--- config.mk ---
export PLATFORM = sky130hd
export DESIGN_NAME = operand_scoreboard
export DESIGN_NICKNAME = d
export VERILOG_FILES = /design/src/rtl/operand_scoreboard_pkg.sv /design/src/rtl/scoreboard_bank.sv /design/src/rtl/operand_scoreboard.sv
export SDC_FILE = /design/constraint.sdc
export NUM_CORES = 1
export LEC_CHECK = 0
export ABC_AREA = 1
export CAP_MARGIN = 20
export CORE_MARGIN = 5
export CORE_UTILIZATION = 32
export CTS_BUF_LIST = sky130_fd_sc_hd__clkbuf_16
export DETAILED_ROUTE_END_ITERATION = 7
export GPL_TIMING_DRIVEN = 1
export PLACE_DENSITY = 0.64
export SLEW_MARGIN = 20
export SYNTH_ARGS = -nofsm -noshare
export SYNTH_HDL_FRONTEND = slang
export SYNTH_SLANG_ARGS = --single-unit
--- constraint.sdc ---
create_clock -name clk -period 11.7 [get_ports clk]
set_input_delay 2.925 -clock clk [delete_from_list [all_inputs] [get_ports clk]]
set_output_delay 2.925 -clock clk [all_outputs]
set_load 0.05 [all_outputs]
--- src/rtl/operand_scoreboard_pkg.sv ---
// Shared definitions for the operand scoreboard.
//   NREG      - architectural register count (width of every one-hot select)
//   ZERO_REG  - hard-wired zero register, never tracked
//   ZMASK     - all registers except ZERO_REG
//   state_e   - stall FSM states
//   is_onehot - exactly-one-bit-set check used for protocol checking
package operand_scoreboard_pkg;

    localparam int NREG     = 32;
    localparam int ZERO_REG = 31;
    localparam logic [NREG-1:0] ZMASK = ~(NREG'(1) << ZERO_REG);

    typedef enum logic {ST_RUN, ST_STALL} state_e;

    function automatic logic is_onehot(input logic [NREG-1:0] x);
        return (x != '0) && ((x & (x - NREG'(1))) == '0);
    endfunction

endpackage

--- src/rtl/scoreboard_bank.sv ---
// Pending-write bank: one bit per register plus an up/down count of the
// outstanding writes (kept incrementally, no popcount).
//   clk, reset        - clock, synchronous active-high reset
//   set_en, set_sel   - mark a register as having a write in flight
//   clr_en, clr_sel   - retire a register's outstanding write
//   pending           - registered scoreboard vector
//   inflight          - number of outstanding tracked writes
module scoreboard_bank
    import operand_scoreboard_pkg::*;
#(
    parameter int MAX_INFLIGHT = 4
) (
    input  logic                              clk,
    input  logic                              reset,
    input  logic                              set_en,
    input  logic [NREG-1:0]                   set_sel,
    input  logic                              clr_en,
    input  logic [NREG-1:0]                   clr_sel,
    output logic [NREG-1:0]                   pending,
    output logic [$clog2(MAX_INFLIGHT+1)-1:0] inflight
);

    localparam int IW = $clog2(MAX_INFLIGHT+1);

    always_ff @(posedge clk) begin
        if (reset) begin
            pending  <= '0;
            inflight <= '0;
        end else begin
            // Clear first, then set: a same-register retire+issue leaves the bit high.
            pending <= (pending & ~(clr_en ? clr_sel : '0)) | (set_en ? set_sel : '0);
            if (set_en && !clr_en)
                inflight <= inflight + IW'(1);
            else if (clr_en && !set_en)
                inflight <= inflight - IW'(1);
        end
    end

endmodule

--- src/rtl/operand_scoreboard.sv ---
// Issue-stage hazard controller. Compares the decoded Rn/Rm/Rd one-hot
// selects against writes still in flight and holds issue until safe.
//   clk, reset             - clock, synchronous active-high reset
//   id_valid / id_ready    - decode handshake; id_ready is purely combinational
//   rn_sel, rm_sel, uses_rm- source selects (Rm only when uses_rm)
//   rd_sel, rd_we          - destination select and write enable
//   wb_valid, wb_sel       - writeback retiring a tracked write
//   pending, inflight      - scoreboard state
//   stall, stall_cycles    - stall indication and saturating stall count
//   err                    - sticky protocol-error flag
module operand_scoreboard
    import operand_scoreboard_pkg::*;
#(
    parameter int MAX_INFLIGHT = 4,
    parameter int CNT_W        = 16
) (
    input  logic                              clk,
    input  logic                              reset,
    input  logic                              id_valid,
    output logic                              id_ready,
    input  logic [NREG-1:0]                   rn_sel,
    input  logic [NREG-1:0]                   rm_sel,
    input  logic                              uses_rm,
    input  logic [NREG-1:0]                   rd_sel,
    input  logic                              rd_we,
    input  logic                              wb_valid,
    input  logic [NREG-1:0]                   wb_sel,
    output logic [NREG-1:0]                   pending,
    output logic [$clog2(MAX_INFLIGHT+1)-1:0] inflight,
    output logic                              stall,
    output logic [CNT_W-1:0]                  stall_cycles,
    output logic                              err
);

    localparam int IW = $clog2(MAX_INFLIGHT+1);

    logic            wb_ok, wb_err, id_err;
    logic            raw, waw, full, hazard, rd_tracked, set_en;
    logic [NREG-1:0] eff, src;
    state_e          state_q, state_d;

    always_comb begin
        // Only a legal retire releases dependents, so a malformed writeback
        // can never let a reader past a write that is still outstanding.
        wb_ok      = wb_valid && is_onehot(wb_sel) && ((wb_sel & pending & ZMASK) != '0);
        wb_err     = wb_valid && (!is_onehot(wb_sel) ||
                                  (((wb_sel & ZMASK) != '0) && ((wb_sel & pending) == '0)));
        id_err     = (id_valid && (!is_onehot(rn_sel) || !is_onehot(rd_sel))) ||
                     (uses_rm && !is_onehot(rm_sel));
        eff        = pending & ZMASK & ~(wb_ok ? wb_sel : '0);
        src        = rn_sel | (uses_rm ? rm_sel : '0);
        rd_tracked = (rd_sel & ZMASK) != '0;
        raw        = (src & eff) != '0;
        waw        = rd_we && ((rd_sel & eff) != '0);
        full       = rd_we && rd_tracked && (inflight == IW'(MAX_INFLIGHT)) && !wb_ok;
        hazard     = id_valid && (raw || waw || full);
        set_en     = id_valid && !hazard && !id_err && rd_we && rd_tracked;
    end

    assign id_ready = !hazard;
    assign stall    = hazard;

    scoreboard_bank #(.MAX_INFLIGHT(MAX_INFLIGHT)) u_bank (
        .clk      (clk),
        .reset    (reset),
        .set_en   (set_en),
        .set_sel  (rd_sel & ZMASK),
        .clr_en   (wb_ok),
        .clr_sel  (wb_sel),
        .pending  (pending),
        .inflight (inflight)
    );

    always_comb begin
        state_d = state_q;
        case (state_q)
            ST_RUN:   if (stall)  state_d = ST_STALL;
            ST_STALL: if (!stall) state_d = ST_RUN;
            default:  state_d = ST_RUN;
        endcase
    end

    always_ff @(posedge clk) begin
        if (reset) begin
            state_q      <= ST_RUN;
            stall_cycles <= '0;
            err          <= 1'b0;
        end else begin
            state_q <= state_d;
            if (state_q == ST_STALL && stall_cycles != '1)
                stall_cycles <= stall_cycles + CNT_W'(1);
            if (id_err || wb_err)
                err <= 1'b1;
        end
    end

endmodule

# Yosys cells after proc, flatten, opt, wreduce, memory -nomap -nowiden
# Cells that the tools add are included.
# word_totals
input_bits,134
out_inout_bits,54
elab_cells,83
ff_bits,53
# classes
reduce_logical,51
mux,6
eq_ne,2
addsub,7
bitwise_logic,12
# ops
op,count
$reduce_bool A32 Y1,9
$and A32 B32 Y32,8
$logic_not A32 Y1,5
$sub A32 B1 Y32 const B,4
$mux W32,2
$or A32 B32 Y32,2
$and A31 B32 Y32,1
$not A32 Y32,1
$mux W31,1
$logic_and A1 B1 Y1,22
$add A16 B1 Y16 const B,1
$ne A16 B16 Y1 const B,1
$logic_not A1 Y1,8
$logic_or A1 B1 Y1,6
$mux W3,2
$add A3 B1 Y3 const B,1
$eq A3 B3 Y1 const B,1
$sub A3 B1 Y3 const B,1
$reduce_bool A2 Y1,1
$mux W1,1

# Depth between registers and ports, before layout
# depth
ltp_word,24
ltp_mapped,29
mapped_depth_nobuf,28

# Hierarchy
# Synthesis repeated with hierarchy kept, for this count alone.
# unflattened
hier_cells,1077
hier_area_um2,5894.4
# by_module_without_submodules
mod,instances,cells_each,area_each_um2,seq_area_each_um2
operand_scoreboard,1,882,4340.4,360.3
scoreboard_bank,1,195,1554.0,700.7

# Worst setup path before layout
# Ideal clock, no wire load.
# synth_path
path_type,input -> output
start,input wb_sel[5]
end,output stall
path_slack_ns,3.226
arrival_time_ns,5.549
required_ns,8.775
cell_stages,21
path_cell_list,nor2_1 -> nand2_1 -> nor2_4 -> nand2_1 -> nor2_2 -> nor2_1 -> nor2_2 -> nand3_2 -> nor2_4 -> buf_6 -> nand3_1 -> nand3b_1 -> nand2_1 -> inv_1 -> nand2_1 -> nor2_1 -> nand2_1 -> nor2_4 -> nand2_1 -> nand2_1 -> inv_1
# synth_between
elab_chain_cells,15
word_cells_on_any_way,22
# synth_rtl
item,line_no,rtl
start: declaration,operand_scoreboard.sv:27,"input logic [NREG-1:0] wb_sel,"
$sub A32 B1 Y32,operand_scoreboard_pkg.sv:16,return (x != '0) && ((x & (x - NREG'(1))) == '0);
$and A32 B32 Y32,operand_scoreboard_pkg.sv:16,
$logic_not A32 Y1,operand_scoreboard_pkg.sv:16,
$logic_and A1 B1 Y1,operand_scoreboard_pkg.sv:16,
$logic_and A1 B1 Y1 (2 in series),operand_scoreboard.sv:45,wb_ok = wb_valid && is_onehot(wb_sel) && ((wb_sel & pending & ZMASK) != '0);
$mux W32,operand_scoreboard.sv:50,eff = pending & ZMASK & ~(wb_ok ? wb_sel : '0);
$not A32 Y32,operand_scoreboard.sv:50,
$and A31 B32 Y32,operand_scoreboard.sv:50,
$and A32 B32 Y32,operand_scoreboard.sv:54,waw = rd_we && ((rd_sel & eff) != '0);
$reduce_bool A32 Y1,operand_scoreboard.sv:54,
$logic_and A1 B1 Y1,operand_scoreboard.sv:54,
$logic_or A1 B1 Y1,operand_scoreboard.sv:56,hazard = id_valid && (raw || waw || full);
$logic_or A1 B1 Y1 (*),operand_scoreboard.sv:56,
$logic_and A1 B1 Y1 (*),operand_scoreboard.sv:56,
end: declaration,operand_scoreboard.sv:30,"output logic stall,"
# Every way passes the cells marked *; elsewhere a longest branch is shown, timed or not.

# Worst setup path after layout
# layout_path
start,input wb_sel[11]
end,output id_ready
# layout_between
elab_chain_cells,16
word_cells_on_any_way,23
# layout_rtl
item,line_no,rtl
$sub A32 B1 Y32,operand_scoreboard_pkg.sv:16,
$and A32 B32 Y32,operand_scoreboard_pkg.sv:16,
$logic_not A32 Y1,operand_scoreboard_pkg.sv:16,
$logic_and A1 B1 Y1,operand_scoreboard_pkg.sv:16,
$logic_and A1 B1 Y1 (2 in series),operand_scoreboard.sv:45,
$mux W32,operand_scoreboard.sv:50,
$not A32 Y32,operand_scoreboard.sv:50,
$and A31 B32 Y32,operand_scoreboard.sv:50,
$and A32 B32 Y32,operand_scoreboard.sv:54,
$reduce_bool A32 Y1,operand_scoreboard.sv:54,
$logic_and A1 B1 Y1,operand_scoreboard.sv:54,
$logic_or A1 B1 Y1,operand_scoreboard.sv:56,
$logic_or A1 B1 Y1 (*),operand_scoreboard.sv:56,
$logic_and A1 B1 Y1 (*),operand_scoreboard.sv:56,
$logic_not A1 Y1 (*),--,
end: declaration,operand_scoreboard.sv:20,"output logic id_ready,"
# Marks and branches as above.

==> impl_metrics.py <==
metrics = {
    "outcome": {
        "status": "completed",
    },
    "floorplanning": {
        "core_area_mm2": 0.0178,
        "fp-row-count": 49,
        "dieArea_mm2": 0.0207,
        "die_x_um": 144,
        "die_height_um": 144,
        "start_util": 0.322,
        "io_pins": 188,
    },
    "synth": {
        "ys_async_sr_fraction": 0,
        "synth_edf_count": 0,
        "syn_area_per_cell_um2": 5.38,
        "ys_seq_area_frac": 0.185,
        "synth_area_leaders": "dfxtp_1, nand2_1, nor2_1",
        "netlist_instances": 1064,
        "synth_ff_type": "dfxtp_1",
        "yosysTopAreaCell": "dfxtp_1",
        "yosys.area.top_type_share": 0.185,
        "ys_warn_count": 0,
        "synth.distinct_cells": 43,
        "ys_ff_latch": 53,
        "ys_top_cells_by_count": "nand2_1, nor2_1, nand3_1",
        "yosysMostFrequentCell": "nand2_1",
        "netlist_area_mm2": 0.00573,
        "synthesis.nets": 1201,
    },
    "clocking": {
        "cts_tree": "done",
        "clk_pin_slew_ns": 0.07,
        "postCtsSetupBuffers": 0,
        "clk_latency_ns": 0.30,
        "cts_root_buf": "clkbuf_16",
        "cts.sinks": 53,
        "htree_num_levels": 2,
        "clk_path_buf_depth": 2,
        "cts_resized": 0,
        "ctsHoldBuffers": 0,
        "cts_buffers": 5,
    },
    "grt": {
        "grt_overflow": 0,
        "grt_pass1_vias": 7131,
        "antenna_found_initial": 0,
        "grt_usage": 0.240,
        "grt_pass1_wl_um": 39100,
        "grt_max_degree": 44,
    },
    "drt": {
        "drt_iter0_drc": 697,
        "drc_errors": 0,
        "first_pass_iters": 6,
        "vias": 7818,
        "ant_nets": 0,
        "drt-total-wl_um": 25700,
        "routed_via_density": 5.32,
        "wl_per_cell_um": 17.5,
    },
    "setup_path": {
        "crit_arrival_ns": 7.20,
        "cp_max_fo": 23,
        "crit_type": "primary input to primary output",
        "required_ns": 8.78,
        "worstSetupEndpointType": "primary output",
        "crit_path_start_kind": "primary input",
    },
    "placed_design": {
        "io_buffer_count": 187,
        "place_area_mm2": 0.00779,
        "hpwlAfterDp_um": 21200,
        "gp_congestion": 0.972,
    },
    "timing": {
        "clock_skew_ns": 0.0104,
        "finalCritPeriodShare": 0.865,
        "max_freq_mhz": 98.8,
        "hold_slack_ns": 0.486,
        "setup_viol": 0,
        "finalSetupTns_ns": 0,
        "fin_crit_ns": 10.12,
        "final_hold_viol_count": 0,
        "slew_headroom": 0.355,
        "rsz0062_at_grt": "no",
        "slew_violations": 0,
        "tightestPinTransition_ns": 0.966,
    },
    "final_layout": {
        "final_area_mm2": 0.00793,
        "diodes": 0,
        "fillers": 1970,
        "final_nets": 1377,
        "layout-drive-gt1-share": 0.0266,
        "syn_to_final_growth_pct": 38.5,
    },
    "power": {
        "power_density_mw_per_mm2": 57.6,
        "peakVddDrop_mv": 0.0531,
        "leakagePower_uw": 0.00306,
        "total_power_uw": 457,
    },
    "min_path": {
        "hp-class": "flip-flop to flip-flop",
    },
    "job": {
        "cap_violations": 0,
    },
}
## per-layer routing
| metal | up-vias | routed length, µm | global-route usage |
|---|---|---|---|
| met5 | - | 0 | 0 |
| met4 | 0 | 474 | 0.0505 |
| met3 | 32 | 2300 | 0.0493 |
| met2 | 369 | 11100 | 0.366 |
| met1 | 3490 | 11800 | 0.347 |
| li1 | 3927 | - | - |
## cell families (layout without fill, tap and decap cells)
group	after synthesis	after routing	share of synthesized area
simple gates	705	705	0.544
compound gates	159	159	0.157
buf+inv	142	318	0.102
flops	53	53	0.185
fa+ha+maj	4	4	0.00961
xor+xnor	1	1	0.00153
## where the power goes
group	total, µW	leakage (µW)	internal, µW	switching [µW]
registers	181	0.000427	180	0.125
logic	126	0.00257	57.5	68.4
clock network	151	0.0000659	78.7	71.8
## path summary, 6_finish.rpt
check                           from                  to  slack [ns]  cells after the start
setup / recovery          wb_sel[11]            id_ready        1.58                     22
hold / removal      stall_cycles[11]    stall_cycles[11]        0.49                      2
setup reg to reg  u_bank.pending[18]  u_bank.inflight[1]        8.08                     22
hold reg to reg     stall_cycles[11]    stall_cycles[11]        0.49                      2
## final cells by class
cell class | instances | area, µm² | area share
well taps | 229 | 287 | 0.0361
flip-flops and latches | 53 | 1060 | 0.134
clock buffers | 5 | 125 | 0.0158
multi-input cells | 869 | 4090 | 0.515
inverters | 118 | 443 | 0.0558
repair buffers | 193 | 1920 | 0.242
clock inverters | 2 | 16.3 | 0.00205
## layout by cell type (no fill, tap or decap), types with 2 or more instances in the layout
master,Yosys,routed
nand2_1,265,265
or2_2,2,2
nor4_1,8,8
nand4_1,60,60
o31ai_1,2,2
clkinv_1,2,2
a22o_1,5,5
o2111ai_1,3,3
inv_2,2,2
a21boi_0,2,2
nand3b_1,8,8
nor3_1,24,24
ha_1,2,2
nand3_1,118,118
buf_4,4,6
nand2_2,2,2
nor2_1,202,202
a221oi_1,6,6
a31oi_1,3,3
o21ai_0,50,50
o21a_1,3,3
inv_1,114,114
a21oi_1,67,67
clkdlybuf4s50_1,0,187
dfxtp_1,53,53
nand3_2,4,4
clkbuf_16,0,5
nor3b_1,2,2
o21bai_1,8,8
nor2_2,4,4
nor2_4,5,5
o21ai_1,5,5
## worst max-delay path, stage by stage
cell and delay [ns]:
clkdlybuf4s50_1 0.51, nor2_1 0.21, nand2_1 0.12, nor2_1 0.26, nand2_1 0.17, a21oi_1 0.21, nand2_1 0.07, nor2_1 0.11
nand3_2 0.11, nor2_4 0.48, buf_4 0.28, nand3_1 0.16, nand3_1 0.12, nand2_1 0.06, inv_1 0.05, nand2_1 0.04
nor2_1 0.10, nand2_1 0.09, nor2_4 0.09, nand2_1 0.08, nand2_1 0.12, clkdlybuf4s50_1 0.82
## metrics by stage
step	cells	setup WS, ns	util
finish	1469	1.58	0.446
global route	1469	1.12	0.446
CTS	1469	1.64	0.446
detailed placement	1462	1.66	0.438
global placement	1462	1.36	0.438
floorplan	1064	3.23	-
## sequential cells by signal (all words and copies together) (netlist names)
signal	flops
state_q	1
u_bank.pending	32
err	1
u_bank.inflight	3
stall_cycles	16
Note: power is estimated with default switching activity, not from simulation.
